===== src/rtl/rv_pkg.sv =====
// Shared RV core types and constants used by the memory arbiter and its ID FIFO.
package rv_pkg;

  localparam int XLEN = 32;
  localparam logic [3:0] RV_BE_FULL = 4'hF;

  typedef enum logic {RV_ID_INSTR, RV_ID_DATA} rv_mem_id_e;

endpackage


===== src/rtl/rv_id_fifo.sv =====
// In-order tracker of which requester issued each outstanding memory transaction.
module rv_id_fifo
  import rv_pkg::*;
#(
  parameter int DEPTH = 2,
  localparam int CNT_W = $clog2(DEPTH + 1),
  localparam int PTR_W = (DEPTH > 1) ? $clog2(DEPTH) : 1
) (
  input  logic             clk_i,
  input  logic             arstn_i,
  input  logic             push,
  input  rv_mem_id_e       push_id,
  input  logic             pop,
  output rv_mem_id_e       head,
  output logic [CNT_W-1:0] count,
  output logic             full,
  output logic             empty
);

  rv_mem_id_e       slots [DEPTH];
  logic [PTR_W-1:0] wr_ptr, rd_ptr;
  logic             do_push, do_pop;

  function automatic logic [PTR_W-1:0] wrap_inc(input logic [PTR_W-1:0] ptr);
    return (ptr == PTR_W'(DEPTH - 1)) ? '0 : ptr + 1'b1;
  endfunction

  assign full    = (count == CNT_W'(DEPTH));
  assign empty   = (count == '0);
  assign do_pop  = pop && !empty;
  // A pop in the same cycle frees the slot the push needs, so a full FIFO may still accept.
  assign do_push = push && (!full || do_pop);
  assign head    = slots[rd_ptr];

  always_ff @(posedge clk_i) begin
    if (do_push) slots[wr_ptr] <= push_id;
  end

  always_ff @(posedge clk_i or negedge arstn_i) begin
    if (!arstn_i) begin
      wr_ptr <= '0;
      rd_ptr <= '0;
      count  <= '0;
    end else begin
      if (do_push) wr_ptr <= wrap_inc(wr_ptr);
      if (do_pop)  rd_ptr <= wrap_inc(rd_ptr);
      case ({do_push, do_pop})
        2'b10:   count <= count + 1'b1;
        2'b01:   count <= count - 1'b1;
        default: count <= count;
      endcase
    end
  end

endmodule


===== src/rtl/rv_mem_arbiter.sv =====
// Round-robin arbiter sharing one memory port between instruction fetch and the LSU,
// routing in-order responses back to the requester that issued them.
module rv_mem_arbiter
  import rv_pkg::*;
#(
  parameter int MAX_OUTST = 2,
  parameter int ADDR_W    = XLEN
) (
  input  logic              clk_i,
  input  logic              arstn_i,
  input  logic              instr_req_i,
  input  logic [ADDR_W-1:0] instr_addr_i,
  output logic              instr_gnt_o,
  output logic              instr_rvalid_o,
  output logic [XLEN-1:0]   instr_rdata_o,
  input  logic              data_req_i,
  input  logic              data_we_i,
  input  logic [3:0]        data_be_i,
  input  logic [ADDR_W-1:0] data_addr_i,
  input  logic [XLEN-1:0]   data_wdata_i,
  output logic              data_gnt_o,
  output logic              data_rvalid_o,
  output logic [XLEN-1:0]   data_rdata_o,
  output logic              mem_req_o,
  output logic              mem_we_o,
  output logic [3:0]        mem_be_o,
  output logic [ADDR_W-1:0] mem_addr_o,
  output logic [XLEN-1:0]   mem_wdata_o,
  input  logic              mem_gnt_i,
  input  logic              mem_rvalid_i,
  input  logic [XLEN-1:0]   mem_rdata_i,
  output logic              err_o
);

  localparam int CNT_W = $clog2(MAX_OUTST + 1);

  rv_mem_id_e       sel, last_id, locked_id, head;
  logic             locked, handshake, pop, spurious;
  logic             fifo_full, fifo_empty;
  logic [CNT_W-1:0] fifo_count;

  // A stalled request keeps its port until memory takes it; otherwise alternate on ties.
  always_comb begin
    sel = RV_ID_INSTR;
    if (locked) begin
      sel = locked_id;
    end else if (instr_req_i && data_req_i) begin
      sel = (last_id == RV_ID_INSTR) ? RV_ID_DATA : RV_ID_INSTR;
    end else if (data_req_i) begin
      sel = RV_ID_DATA;
    end
  end

  // Gating uses only registered occupancy, so a response never frees a slot combinationally.
  assign mem_req_o = arstn_i && (instr_req_i || data_req_i) && !fifo_full;
  assign handshake = mem_req_o && mem_gnt_i;

  always_comb begin
    mem_we_o    = 1'b0;
    mem_be_o    = '0;
    mem_addr_o  = '0;
    mem_wdata_o = '0;
    if (mem_req_o) begin
      if (sel == RV_ID_DATA) begin
        mem_we_o    = data_we_i;
        mem_be_o    = data_be_i;
        mem_addr_o  = data_addr_i;
        mem_wdata_o = data_wdata_i;
      end else begin
        mem_be_o   = RV_BE_FULL;
        mem_addr_o = instr_addr_i;
      end
    end
  end

  assign instr_gnt_o = handshake && (sel == RV_ID_INSTR);
  assign data_gnt_o  = handshake && (sel == RV_ID_DATA);

  assign spurious       = mem_rvalid_i && (fifo_count == '0);
  assign pop            = mem_rvalid_i && !fifo_empty;
  assign instr_rvalid_o = pop && (head == RV_ID_INSTR);
  assign data_rvalid_o  = pop && (head == RV_ID_DATA);
  assign instr_rdata_o  = instr_rvalid_o ? mem_rdata_i : '0;
  assign data_rdata_o   = data_rvalid_o  ? mem_rdata_i : '0;

  rv_id_fifo #(.DEPTH(MAX_OUTST)) u_id_fifo (
    .clk_i   (clk_i),
    .arstn_i (arstn_i),
    .push    (handshake),
    .push_id (sel),
    .pop     (pop),
    .head    (head),
    .count   (fifo_count),
    .full    (fifo_full),
    .empty   (fifo_empty)
  );

  // last_id starts at DATA so the first tie after reset goes to instruction fetch.
  always_ff @(posedge clk_i or negedge arstn_i) begin
    if (!arstn_i) begin
      last_id   <= RV_ID_DATA;
      locked    <= 1'b0;
      locked_id <= RV_ID_INSTR;
      err_o     <= 1'b0;
    end else begin
      if (handshake) last_id <= sel;
      locked <= mem_req_o && !mem_gnt_i;
      if (mem_req_o && !mem_gnt_i) locked_id <= sel;
      if (spurious) err_o <= 1'b1;
    end
  end

endmodule

===== config.mk =====
export PLATFORM = sky130hd
export DESIGN_NAME = rv_mem_arbiter
export DESIGN_NICKNAME = d
export VERILOG_FILES = /design/src/rtl/rv_pkg.sv /design/src/rtl/rv_id_fifo.sv /design/src/rtl/rv_mem_arbiter.sv
export SDC_FILE = /design/constraint.sdc
export NUM_CORES = 1
export LEC_CHECK = 0
export CAP_MARGIN = 30
export CORE_AREA = 3 3 108 110
export CTS_BUF_LIST = sky130_fd_sc_hd__clkbuf_8 sky130_fd_sc_hd__clkbuf_16
export DETAILED_ROUTE_END_ITERATION = 12
export DIE_AREA = 0 0 111 113
export PLACE_DENSITY = 0.66
export SETUP_SLACK_MARGIN = 0.05
export SYNTH_ARGS = -nofsm -noshare
export SYNTH_HDL_FRONTEND = slang
export SYNTH_SLANG_ARGS = --single-unit

===== constraint.sdc =====
create_clock -name clk_i -period 1.4 [get_ports clk_i]
set_input_delay 0.14 -clock clk_i [delete_from_list [all_inputs] [get_ports clk_i]]
set_output_delay 0.14 -clock clk_i [all_outputs]
set_load 0.02 [all_outputs]

==> flow_summary.ini, run 1 <==
[sta]
period_share_pct = 141.6
slew_violations = 0
slew_headroom_pct = 83.50
fin_skew_ns = 0.001165
tightest_slew_ns = 0.2471
finalCriticalPeriod_ns = 1.983
rsz0062_at_grt = yes
max_freq_ghz = 0.5043
fin_tns_setup_ns = -55.25
fin_ws_ns = -0.5828
hold_viol = 0
setup_viol = 145

[route]
vias_per_cell = 4.538
avgRoutedWirePerCell_um = 17.40
drtIter0Drc = 126
via_count = 3263
ant_nets = 0
totalWireLength_um = 12510
drc = 0
dr.pass1.iters = 4

[critical_path]
crit_chain = nand2_2 -> a22oi_2 -> buf_4 -> buf_12 -> buf_16 -> mux2i_4 -> buf_6
start_kind = flip-flop
cp_top_family = buffers and inverters
r2r_end = u_id_fifo.count[1]
end_kind = primary output
crit_arrival_ns = 1.84
critical_path.max_fanout = 8
cpPeakStageDelay_ns = 0.53
r2r.worst_path.cells = 9
critPathKind = flip-flop to primary output
crit_buf_inv = 4
cp.required_ns = 1.26
reg2reg_slack_ns = -0.23
reg2reg_from = u_id_fifo.count[0]
cp_slowest_cell = dfstp_2

[global_route]
grt_pass1_wl_um = 17060
grt_max_degree = 48
use_met3_pct = 4.439
track_usage_pct = 16.80
grt_pass1_vias = 3259
busiest_layer = met2
use_met1_pct = 17.47
antenna_found_initial = 0
grt-ovfl-total = 0
use_met2_pct = 33.66

[final_layout]
regArea_sq_um = 262.8
antennaDiodeCount = 0
syn2layout_area_growth_pct = 226.8
final_util_pct = 59.75
fin_nets = 720
layout-drive-gt1-share_pct = 59.07
multi_input_area_sq_um = 2198
final.fill_count = 894
layout.cells.non_filler = 719
fin_area_sq_um = 6449

[power_and_ir_drop]
internal-power_w = 0.004373
swShare_pct = 41.87
p_leak_nw = 2.760
ir_drop_mv = 0.5746
pwr-share-seq_pct = 6.9
share_comb_of_total_power_pct = 88.9
p_sw_w = 0.003150
power.density_nw_per_um2 = 1167
p_clk_share_pct = 4.2
p_total_w = 0.007524

[status]
outcome = finished with violations
violations = negative setup slack

[cts]
h-tree-depth = 1
clk_pin_slew_ns = 0.05
cts-root-buf = clkbuf_8
cts_tree = yes
clock-sinks = 10
cts-buffers-inserted = 3
cts_buffer_depth = 2
clkLatencyLatePin_ns = 0.24
hold_buffers = 0

[floorplan]
num_rows = 38
fp.dieW_um = 111
core-area_sq_um = 10790
dieArea_sq_um = 12540
ios = 278
die_h_um = 113
start_util_pct = 18.28

[yosys]
synth-seq-area-share_pct = 13.25
netlist_area_sq_um = 1973
yosys_warnings = 0
synthArstFlopShare_pct = 80.00
ys.flop_type = dfrtp_1
yosysTopAreaCellShare_pct = 20.29
synthCells = 267
ys_types = 31
synth_edf_count = 2
ys_ff_latch = 10
ys_top_cells_by_count = and2_1, nand3_1, and3_1
syn-num-nets = 407
avgSynthCellArea_sq_um = 7.390
synth_area_leaders = and2_1, mux2i_1, nand3_1
synth.largest_area_cell = and2_1

[place]
hpwl_um = 9292
place_congestion = 0.8676
placedCellCount = 683
portBuffers = 277
placed_area_sq_um = 5582

[min_path]
hold_class = input pin to async pin

[job]
cap_violations = 0
==> through the flow <==
step	hold slack [ns]	setup slack [ns]
after floorplan	-0.1556	-0.1654
final	0.2352	-0.5828
after detailed placement	0.4535	-0.9614
after global placement	0.4394	-0.9391
after global routing	0.2545	-0.6663
after CTS	0.2439	-0.6045
==> placed cells by master (no fill, tap or decap), types with 3 or more instances in the layout <==
| master | Yosys | final |
|---|---|---|
| mux2i_1 | 33 | 6 |
| dfrtp_1 | 7 | 6 |
| buf_16 | 0 | 4 |
| clkbuf_16 | 0 | 6 |
| and3_4 | 0 | 33 |
| o21a_4 | 0 | 3 |
| buf_12 | 0 | 10 |
| clkbuf_8 | 0 | 3 |
| buf_6 | 7 | 139 |
| xnor2_1 | 4 | 4 |
| and2_4 | 1 | 54 |
| nand3_1 | 64 | 64 |
| clkdlybuf4s50_1 | 0 | 138 |
| and2_1 | 64 | 8 |
| mux2i_4 | 0 | 25 |
| and2_2 | 0 | 3 |
| nor2_4 | 0 | 3 |
| buf_4 | 6 | 37 |
==> how the worst max path moves through the flow <==
stage	cells after the start	end	slack [ns]	startpoint
global route	7	mem_addr_o[17]	-0.67	last_id
CTS	7	mem_addr_o[12]	-0.60	last_id
detailed placement	7	mem_addr_o[18]	-0.96	data_req_i
floorplan	5	mem_addr_o[0]	-0.17	last_id
global placement	7	mem_addr_o[19]	-0.94	data_req_i
finish	7	mem_addr_o[15]	-0.58	last_id
==> state kept, by name (all words and copies together) (netlist names) <==
signal / cells
u_id_fifo.count: 2
u_id_fifo.slots: 2
err_o: 1
last_id: 1
locked: 1
locked_id: 1
u_id_fifo.rd_ptr: 1
u_id_fifo.wr_ptr: 1
==> cell type report <==
type | count | share of cell area, %
timing repair buffer | 339 | 58.23
sequential | 10 | 4.075
clock inverter | 1 | 0.05821
clock buffer | 3 | 0.6403
multi-input combinational | 224 | 34.09
inverter | 2 | 0.1940
tap | 140 | 2.716
==> what timing repair did <==
item                       4_1_cts  5_1_grt
setup buffers                    3       17
setup endpoints to repair      147      147
cloned                           3        9
gates resized for setup        619      281
hold endpoints to repair         0        0
pin swaps                        1       24
==> power groups by stage <==
stage                     clock [W]  sequential, W  combinational [W]
after CTS                  0.000322       0.000509            0.00564
after floorplan                   0       0.000503            0.00310
after global placement            0       0.000492            0.00529
after global routing       0.000341       0.000534            0.00705
final                      0.000315       0.000520            0.00669
after detailed placement          0       0.000497            0.00535
==> per-layer routing <==
| metal | vias to the layer above | part of all wire (%) |
|---|---|---|
| met1 | 1510 | 34 |
| met2 | 187 | 56 |
| met3 | 13 | 8.3 |
| met5 | - | 0 |
| met4 | 0 | 1.5 |
| li1 | 1553 | - |
==> cell families after synthesis <==
| logic type | share of synthesized area, % |
|---|---|
| adder cells (fa/ha/maj) | 0.6340 |
| AO/OA/AOI/OAI | 3.361 |
| flip-flops | 13.25 |
| XOR/XNOR | 2.219 |
| buffers and inverters | 11.03 |
| multiplexers | 17.88 |
| AND/OR/NAND/NOR | 51.62 |
(Power assumes the default switching activity.)
==> run 2: changes to the inputs <==
- PLACE_DENSITY: 0.66 -> 0.68
==> run 2 against run 1 <==
The run still ends with negative setup slack left. Clock power shrank 5%. Die area is the same. Clock skew grew 0.00066 ns. Global-route usage shrank 0.89 points. Non-clock buffer count grew 10. First-iteration DRC count shrank 1.6%. Cell count grew 1.4%. Hold slack gained 0.21 ns. Sequential power shrank 4.8%. Critical path depth is the same. Total power grew 0.40%. Critical path type unchanged. Highest routed layer unchanged.
==> flow_summary.ini, run 2 (synthesized netlist as in run 1, its figures left out) <==
[sta]
slew_headroom_pct = 82.94
tightest_slew_ns = 0.2555
slew_violations = 0
fin_skew_ns = 0.001828
setup_viol = 144
finalCriticalPeriod_ns = 1.985
max_freq_ghz = 0.5037
fin_ws_ns = -0.5854
fin_tns_setup_ns = -60.83
hold_viol = 0
period_share_pct = 141.8
rsz0062_at_grt = yes

[cts]
cts-root-buf = clkbuf_8
cts-buffers-inserted = 3
clk_pin_slew_ns = 0.05
clock-sinks = 10
clkLatencyLatePin_ns = 0.23
cts_buffer_depth = 2
cts_tree = yes
h-tree-depth = 1

[min_path]
holdPathStages = 1
worstHoldStart = err_o
hold_path_end = err_o
hold_class = flip-flop to flip-flop

[status]
violations = negative setup slack
outcome = finished with violations

[critical_path]
cp.required_ns = 1.26
critPathKind = flip-flop to primary output
start_kind = flip-flop
end_kind = primary output
reg2reg_slack_ns = -0.35
crit_chain = nand2_2 -> a22oi_2 -> buf_6 -> buf_12 -> buf_16 -> mux2i_4 -> buf_6
r2r.worst_path.cells = 8
cp_slowest_cell = dfstp_2
r2r_end = locked_id
cpPeakStageDelay_ns = 0.53
reg2reg_from = last_id
critical_path.max_fanout = 8
cp_common_cell = buf_6
crit_arrival_ns = 1.85

[route]
dr.pass1.iters = 4
vias_per_cell = 4.439
drc = 0
avgRoutedWirePerCell_um = 16.65
totalWireLength_um = 12140
drtIter0Drc = 124
ant_nets = 0
via_count = 3236

[final_layout]
layout.cells.non_filler = 729
top_regs = u_id_fifo.count x2, u_id_fifo.slots x2
most-common-layout-cells = clkdlybuf4s50_1, buf_6, nand3_1
syn2layout_area_growth_pct = 221.7
antennaDiodeCount = 0
layout-drive-gt1-share_pct = 55.35
fin_area_sq_um = 6347
layout_commonest_cell = clkdlybuf4s50_1
fin_nets = 730
final.fill_count = 914

[power_and_ir_drop]
ir_drop_mv = 0.8308
p_leak_nw = 2.783
power.density_nw_per_um2 = 1190
p_total_w = 0.007554

[floorplan]
start_util_pct = 18.28
ios = 278
num_rows = 38
die_h_um = 113
fp.dieW_um = 111
core-area_sq_um = 10790
dieArea_sq_um = 12540

[job]
cap_violations = 0

[global_route]
use_met2_pct = 31.80
track_usage_pct = 15.91
grt_pass1_wl_um = 16410
grt_pass1_vias = 3211
antenna_found_initial = 0
use_met3_pct = 5.508
busiest_layer = met2
use_met1_pct = 15.82
grt-ovfl-total = 0
grt_max_degree = 34

[place]
place_congestion = 0.8632
hpwl_um = 9254
portBuffers = 277
preCtsSetupSlack_ns = -0.9216
placedCellCount = 689
placed_area_sq_um = 5639
-- run 2: cell count changes in the layout (fill, tap and decap cells not counted), sizes merged --
cell and delta:
dlymetal6s2s +1, clkbuf +11, dlygate4sd3 +1, bufbuf -1, buf -1, dlygate4sd2 +2, clkdlybuf4s50 -3
-- run 2: cell type report --
class	count	area (sq um)	share of cell area, %
Tap cell	140	175.2	2.760
Sequential cell	10	261.5	4.120
Inverter	2	12.51	0.1971
Clock buffer	3	41.29	0.6505
Timing Repair Buffer	349	3715	58.53
Clock inverter	1	3.754	0.05914
Multi-Input combinational cell	224	2138	33.69
-- run 2: where the power goes --
| part | total, W | leakage (nW) | switching, W | internal [W] |
|---|---|---|---|---|
| registers | 0.000495 | 0.110 | 0.0000793 | 0.000416 |
| clock network | 0.000300 | 0.0231 | 0.000108 | 0.000192 |
| logic | 0.00676 | 2.65 | 0.00296 | 0.00380 |
| total | 0.00755 | 2.78 | 0.00314 | 0.00441 |
-- run 2: how the worst max path moves through the flow --
stage | start | to | slack (ns) | cells after the start
final | last_id | mem_addr_o[7] | -0.59 | 7
after global routing | last_id | mem_addr_o[7] | -0.67 | 7
after CTS | u_id_fifo.rd_ptr | instr_rdata_o[2] | -0.69 | 5
after detailed placement | data_req_i | mem_addr_o[7] | -0.92 | 7
after global placement | data_req_i | mem_addr_o[6] | -0.87 | 7
after floorplan | last_id | mem_addr_o[0] | -0.17 | 5
-- run 2: critical path, delay by kind of cell, from the launching register on --
family,cells,cell delay [ns]
mux,1,0.25
flops,1,0.53
buf+inv,4,0.60
simple gates,1,0.05
compound gates,1,0.16
-- run 2: routing by layer --
metal,share of wire (%),wire [um]
met2,55,6701
met5,0,0
met4,0.96,117
met1,34,4141
met3,9.7,1181
-- run 2: metrics by stage --
stage                     util, %  hold WS [ns]
final                       58.81        0.4447
after global routing        58.81        0.4833
after CTS                   53.72        0.4597
after detailed placement    52.25        0.4491
after global placement      52.25        0.4491
after floorplan                 -       -0.1556
-- run 2: repair_timing --
action,4_1_cts,5_1_grt
buffers inserted,2,22
gates cloned,0,11
endpoints found under the hold margin,7,0
endpoints found under the setup margin,148,148
resized for setup,346,447
hold buffers,1,0
pin swaps,0,22
==> run 3: changes to the inputs <==
- HOLD_SLACK_MARGIN: unset -> 0.08
- SLEW_MARGIN: unset -> 20
==> results of run 3 <==
The final DEF is identical to that of run 2; final timing and power are the same.
